## config.mk

```make
export PLATFORM = sky130hd
export DESIGN_NAME = scan_io_chain
export DESIGN_NICKNAME = d
export VERILOG_FILES = /design/src/rtl/scan_pkg.sv /design/src/rtl/scan_shift_reg.sv /design/src/rtl/scan_io_chain.sv
export SDC_FILE = /design/constraint.sdc
export NUM_CORES = 1
export LEC_CHECK = 0
export ABC_AREA = 1
export ABC_CLOCK_PERIOD_IN_PS = 1200
export CORE_MARGIN = 4
export CORE_UTILIZATION = 46
export DETAILED_ROUTE_END_ITERATION = 8
export GPL_TIMING_DRIVEN = 0
export PLACE_DENSITY = 0.85
export SKIP_LAST_GASP = 1
export SLEW_MARGIN = 40
export SYNTH_ARGS = -nofsm -noshare
export SYNTH_HDL_FRONTEND = slang
export SYNTH_SLANG_ARGS = --single-unit
```

## constraint.sdc

```tcl
create_clock -name tck -period 1.2 [get_ports tck]
set_input_delay 0.24 -clock tck [delete_from_list [all_inputs] [get_ports tck]]
set_output_delay 0.24 -clock tck [all_outputs]
set_load 0.1 [all_outputs]
```

## src/rtl/scan_pkg.sv

```systemverilog
// Shared types and constants for the scan I/O chain: FSM encoding and reset values.
package scan_pkg;

  localparam int STATE_W = 2;

  typedef enum logic [STATE_W-1:0] {
    IDLE = 2'd0,
    CAPT = 2'd1,
    SHFT = 2'd2
  } state_t;

  localparam logic RST_PULSE = 1'b0;
  localparam logic RST_BIT   = 1'b0;

endpackage : scan_pkg

```

## src/rtl/scan_shift_reg.sv

```systemverilog
// Serial scan register with a parallel capture port and a saturating shifted-bit counter.
module scan_shift_reg
  import scan_pkg::*;
#(
  parameter int N     = 4,
  parameter int CNT_W = $clog2(N + 1)
) (
  input  logic             tck,
  input  logic             trst,
  input  logic             shift_en,
  input  logic             cap_en,
  input  logic [N-1:0]     cap_vec,
  input  logic             sin,
  output logic             sout,
  output logic [N-1:0]     sr,
  output logic [CNT_W-1:0] cnt
);

  logic [N-1:0]     sr_reg;
  logic [CNT_W-1:0] cnt_reg;

  // Shift takes priority over capture; the top never asserts both.
  always_ff @(posedge tck) begin
    if (!trst) begin
      sr_reg  <= {N{RST_BIT}};
      cnt_reg <= '0;
    end else if (shift_en) begin
      sr_reg  <= {sin, sr_reg[N-1:1]};
      cnt_reg <= (cnt_reg == CNT_W'(N)) ? cnt_reg : cnt_reg + 1'b1;
    end else if (cap_en) begin
      sr_reg  <= cap_vec;
      cnt_reg <= '0;
    end
  end

  assign sout = sr_reg[0];
  assign sr   = sr_reg;
  assign cnt  = cnt_reg;

endmodule : scan_shift_reg

```

## src/rtl/scan_io_chain.sv

```systemverilog
// Boundary-style scan chain between the TAP wrapper and the core under test:
// capture/shift/update sequencing, update register and core input mux.
module scan_io_chain
  import scan_pkg::*;
#(
  parameter int WIDTH_IN  = 2,
  parameter int WIDTH_OUT = 2
) (
  input  logic                 tck,
  input  logic                 trst,
  input  logic                 test,
  input  logic                 shift,
  input  logic                 sin,
  output logic                 sout,
  input  logic [WIDTH_IN-1:0]  func_in,
  output logic [WIDTH_IN-1:0]  core_in,
  input  logic [WIDTH_OUT-1:0] core_out,
  output logic                 upd_pulse,
  output logic                 short_err
);

  localparam int N     = WIDTH_IN + WIDTH_OUT;
  localparam int CNT_W = $clog2(N + 1);

  state_t              state_reg;
  logic [WIDTH_IN-1:0] ur_reg;
  logic                upd_pulse_reg;
  logic                short_err_reg;
  logic [N-1:0]        sr;
  logic [CNT_W-1:0]    cnt;
  logic                shift_en;
  logic                cap_en;

  assign shift_en = test & shift;
  // The edge that closes a shift burst holds sr so the update sees the shifted data.
  assign cap_en   = test & ~shift & (state_reg != SHFT);

  scan_shift_reg #(
    .N     (N),
    .CNT_W (CNT_W)
  ) u_shift_reg (
    .tck      (tck),
    .trst     (trst),
    .shift_en (shift_en),
    .cap_en   (cap_en),
    .cap_vec  ({func_in, core_out}),
    .sin      (sin),
    .sout     (sout),
    .sr       (sr),
    .cnt      (cnt)
  );

  always_ff @(posedge tck) begin
    if (!trst) begin
      state_reg     <= IDLE;
      ur_reg        <= '0;
      upd_pulse_reg <= RST_PULSE;
      short_err_reg <= RST_PULSE;
    end else begin
      upd_pulse_reg <= 1'b0;
      short_err_reg <= 1'b0;
      if (!test) begin
        state_reg <= IDLE;
      end else if (shift) begin
        state_reg <= SHFT;
      end else if (state_reg == SHFT) begin
        // Only a full (or over-length) shift may reach the core inputs.
        if (cnt == CNT_W'(N)) begin
          ur_reg        <= sr[N-1:WIDTH_OUT];
          upd_pulse_reg <= 1'b1;
        end else begin
          short_err_reg <= 1'b1;
        end
        state_reg <= CAPT;
      end else begin
        state_reg <= CAPT;
      end
    end
  end

  genvar gi;
  generate
    for (gi = 0; gi < WIDTH_IN; gi++) begin : g_core_in
      assign core_in[gi] = test ? ur_reg[gi] : func_in[gi];
    end
  endgenerate

  assign upd_pulse = upd_pulse_reg;
  assign short_err = short_err_reg;

endmodule : scan_io_chain

```

Word-level counts from Yosys, hierarchy flattened
Index checks and enable logic that the tools add are counted.
{ "word_totals": {"wordCells": 33, "regBits": 13, "inputBits": 9, "output_inout_bits": 5} }
{ "classes": {"reduce_logical": 5, "n_addsub": 1, "bitwise": 7, "n_mux": 10, "eq_ne": 4} }
{ "ops": {"columns": ["cell", "n"], "rows": [
  ["$mux 3", 3],
  ["$mux 4", 2],
  ["$mux 1", 4],
  ["$ne 2x2->1 const B", 2],
  ["$not 1->1", 4],
  ["$reduce_and 2->1", 2],
  ["$reduce_and 4->1", 1],
  ["$reduce_or 4->1", 1],
  ["$add 3x1->3 const B", 1],
  ["$and 1x1->1", 3],
  ["$eq 3x3->1 const B", 1],
  ["$eq 2x2->1 const B", 1],
  ["$mux 2", 1],
  ["$reduce_bool 2->1", 1]
]} }

Logic depth before layout (Yosys ltp)
{ "depth": {"ltp_word": 5, "depth_mapped": 7} }

Modules after synthesis
A second synthesis with hierarchy kept.
{ "unflattened": {"cells_unflattened": 101, "hier_area_um2": 669.4} }
{ "modules_own_cells": {"columns": ["mod", "seq_area_each_um2", "n_inst", "cells_each", "area_each_um2"], "rows": [
  ["scan_shift_reg", 140.1, 1, 54, 377.9],
  ["scan_io_chain", 120.1, 1, 47, 291.5]
]} }

Worst setup path before layout
No wires, ideal clock.
{ "synth_path": {"path_type": "reg-to-reg", "start": "register, netlist name u_shift_reg.sr[0]", "end": "register u_shift_reg.sr_reg[0], in the netlist u_shift_reg.sr[0]", "period_less_slack_ps": 1268, "required_ps": 1136, "path_stages_with_launch": 5, "setup_slack_ps": -68, "t_arrival_ps": 1204, "cell_sequence": "dfxtp_1 > inv_1 > nand2_1 > nand2_1 > nor2_1"} }
{ "synth_lines": {"columns": ["item", "line", "rtl"], "rows": [
  ["end signal, assigned", "scan_shift_reg.sv:25", "sr_reg <= {N{RST_BIT}};"],
  ["end signal, assigned", "scan_shift_reg.sv:28", "sr_reg <= {sin, sr_reg[N-1:1]};"],
  ["end signal, assigned", "scan_shift_reg.sv:31", "sr_reg <= cap_vec;"],
  ["end, declared", "scan_shift_reg.sv:19", "logic [N-1:0] sr_reg;"]
]} }

Worst setup path after layout
{ "layout_path": {"start": "register ur_reg[1]", "end": "output port core_in[1]"} }
{ "layout_via": {"elab_chain_cells": 1} }
{ "layout_lines": {"columns": ["item", "line", "rtl"], "rows": [
  ["start, declared", "scan_io_chain.sv:26", "logic [WIDTH_IN-1:0] ur_reg;"],
  ["start signal, assigned", "scan_io_chain.sv:69", "ur_reg <= sr[N-1:WIDTH_OUT];"],
  ["$mux 1", "scan_io_chain.sv:84", "assign core_in[gi] = test ? ur_reg[gi] : func_in[gi];"],
  ["end, declared", "scan_io_chain.sv:16", "output logic [WIDTH_IN-1:0] core_in,"]
]} }
Every way passes these cells.

==> key figures <==
Synth
  • XOR/XNOR share of the synthesized area: 0%
  • Yosys reg bits: 13
  • Adder-cell share of the synthesized area: 4.04%
  • Synth warn: 0
  • Synth Area in Compound Gates: under 10%
  • Register area share after synthesis: a little over two fifths
  • Yosys cell types: 15
  • Synth Instances: 93
  • Net Count, Synth: around 100
  • Syn avg cell area: 6.66 sq um
  • Main combinational cell family by area after synthesis: simple AND/OR/NAND/NOR gates
  • Area of the mapped netlist: 619 sq um
  • Mux cell area share after synthesis: 0%
  • Simple-gate area share of the yosys netlist: 38.8%

Floorplan
  • Die X: 44.7 um
  • Die span in y: approximately 45 um
  • IO Count: 14
  • Die ar.: 2000 sq um
  • Placement Rows: 12
  • Initial core utilization: 52.2%
  • CORE AREA: 1190 sq um

STA
  • Final period utilization: 96.3%
  • Slew margin rel.: between 70 and 80%
  • Setup violators final: 0
  • Fmax: roughly 870 MHz
  • Fin. Hold Viols: 0
  • Unrepaired setup endpoints after global routing: true
  • Final slew viol count: 0
  • Tmin final: ~1.2 ns
  • Setup TNS Final: 0 ns
  • Worst Tran Pin Value: 0.357 ns
  • Layout Skew: 0.00522 ns

Critical path
  • Crit path cell chain: nand2_2 -> nand2_2 -> buf_12
  • Crit path from: ur_reg[1]
  • Critical path required time: around 0.96 ns
  • Crit-path slowest cell: dfxtp_2
  • Worst setup EP type: primary output
  • R2r setup slk: between 0.04 and 0.05 ns
  • Max incr delay on CP: 0.34 ns
  • RR Startpoint: u_shift_reg.cnt[0]
  • Critical path arrival: ~0.9 ns
  • CP max FO: 2
  • Startpoint types: register
  • Critical path class: reg2out
  • Most Frequent Cell on Critical Path: nand2_2

Finish
  • Final #Nets: 125
  • Most common cell after layout, fill and taps aside: nand2_1
  • Area Overhead vs Synth: 40.8%
  • Share of layout cells above drive strength 1: roughly 28%
  • Final core occ: 73.5%
  • Most frequent cells in the layout: nand2_1, nor2_1, inv_1, dfxtp_1, nand2_2
  • Ant diodes: 0
  • Fill cells: 86
  • Max FFs per register: 4
  • Final instance area: 872 sq um

Placement
  • Hpwl dp: 942 um
  • Placement Cell Area: 748 sq um
  • RD Place Congestion: 0.760
  • IO Port Bufs: 13

GRT
  • GRT met3 Usage: 7.17%
  • Largest net degree at the start of global routing: 10
  • Total GRT Usage: between 10% and 20%
  • Grt total ovfl: 0
  • Grt met1 use: 15.1%
  • Vias in the first global route: 533
  • Met2 Track Usage GR: around 25%
  • Initial antenna violation count: 0
  • GR peak layer: met2
  • First-pass GRT wire length: just over 2 mm

Clock tree
  • TritonCTS Buffers: 3
  • Clock Sinks: 13
  • Clock transition at the registers of the reported paths: 0.08 ns
  • Bufs on Longest Clock Path: 2
  • CTS tree: built
  • H-tree Lvls: 1
  • Later-pin clock latency in the skew report: 0.28 ns
  • Root buf cell: clkbuf_4

Drt
  • DR pass1 iterations: 4
  • Drt wl/cell: slightly above 10 um
  • Starting DRT DRC Count: 7
  • WL final: 1.30 mm
  • Vias/cell: between 4 and 5
  • DRC viols: 0
  • ANT nets after route: 0
  • Via count: approximately 600

Min path
  • HP Class: in2reg
  • Worst hold path startpoint: trst

Outcome
  • Outcome: finished, final reports clean

Pwr
  • Worst VDD drop: 0.831 mV
  • Logic pwr share: 22.3%
  • Clock share of power: 28.4%
  • Pwr/cell area: 1080 nW/um^2
  • Overall power: about 940 uW
  • P_int: between 600 and 700 uW
  • Sequential share of power: 49.3%
  • Leakage: 0.419 nW
  • Switching power: approximately 280 uW
  • Switching share of power: 29.8%

Flow run
  • Maxcap violations: 0
## power groups by stage
stage	Clock (mW)	Combinational (mW)	Sequential, mW
3_3_place_gp	0	0.183	0.471
2_1_floorplan	0	0.104	0.491
4_1_cts	0.278	0.193	0.462
6_report	0.266	0.209	0.463
5_1_grt	0.301	0.231	0.466
3_5_place_dp	0	0.180	0.472
## Yosys cell counts, drive strengths merged
cell type  count  area (sq um)
a21oi          5          28.8
nor3           1          5.00
nand3          6          30.0
dfxtp         13           260
o21ai          4          20.0
nand2         34           135
nor2          16          70.1
ha             2          25.0
inv           12          45.0
## kinds of logic (layout without fill, tap and decap cells)
| family | count (synthesis) | count (layout) |
|---|---|---|
| fa+ha+maj | 2 | 2 |
| flops | 13 | 13 |
| simple gates | 57 | 57 |
| buf+inv | 12 | 32 |
| compound gates | 9 | 9 |
## through the flow
step           setup WS [ns]  cells  hold WS, ns
6_report              0.0440    127        0.317
5_1_grt              -0.0335    127        0.322
4_1_cts               -0.102    124        0.420
3_5_place_dp          -0.536    120        0.465
3_3_place_gp           -1.24    120        0.452
2_1_floorplan         0.0510     93        0.353
## metal layers
layer / vias to the layer above / wire (um)
li1: 326 / -
met1: 257 / 537
met2: 11 / 665
met3: 4 / 73
met4: 0 / 26
met5: - / 0
## worst max-delay path: cells and delay by family, from the launching register on
family	cells	cell delay, ns
simple gates	2	0.14
flops	1	0.34
buf+inv	1	0.17
## path summary, 6_finish.rpt
path / end / depth (start not counted)
worst max-delay path: core_in[1] / 3
worst min-delay path: u_shift_reg.sr[0] / 3
worst max register to register: ur_reg[0] / 7
worst min register to register: ur_reg[0] / 2
## area by class of cell
cell class,count,area [sq um],share of cell area [%]
flip-flops and latches,13,267,30.6
repair buffers,16,166,19.1
well taps,14,17.5,2.01
clock buffers,4,26.3,3.01
multi-input cells,68,350,40.2
inverters,12,45.0,5.16
## what timing repair did
item	in CTS	in global routing
gates resized for setup	15	17
setup endpoints to repair	12	11
buffers inserted	0	3
hold buffers	0	0
pin swaps	1	4
No activity file was read; power rests on OpenSTA's default activity.
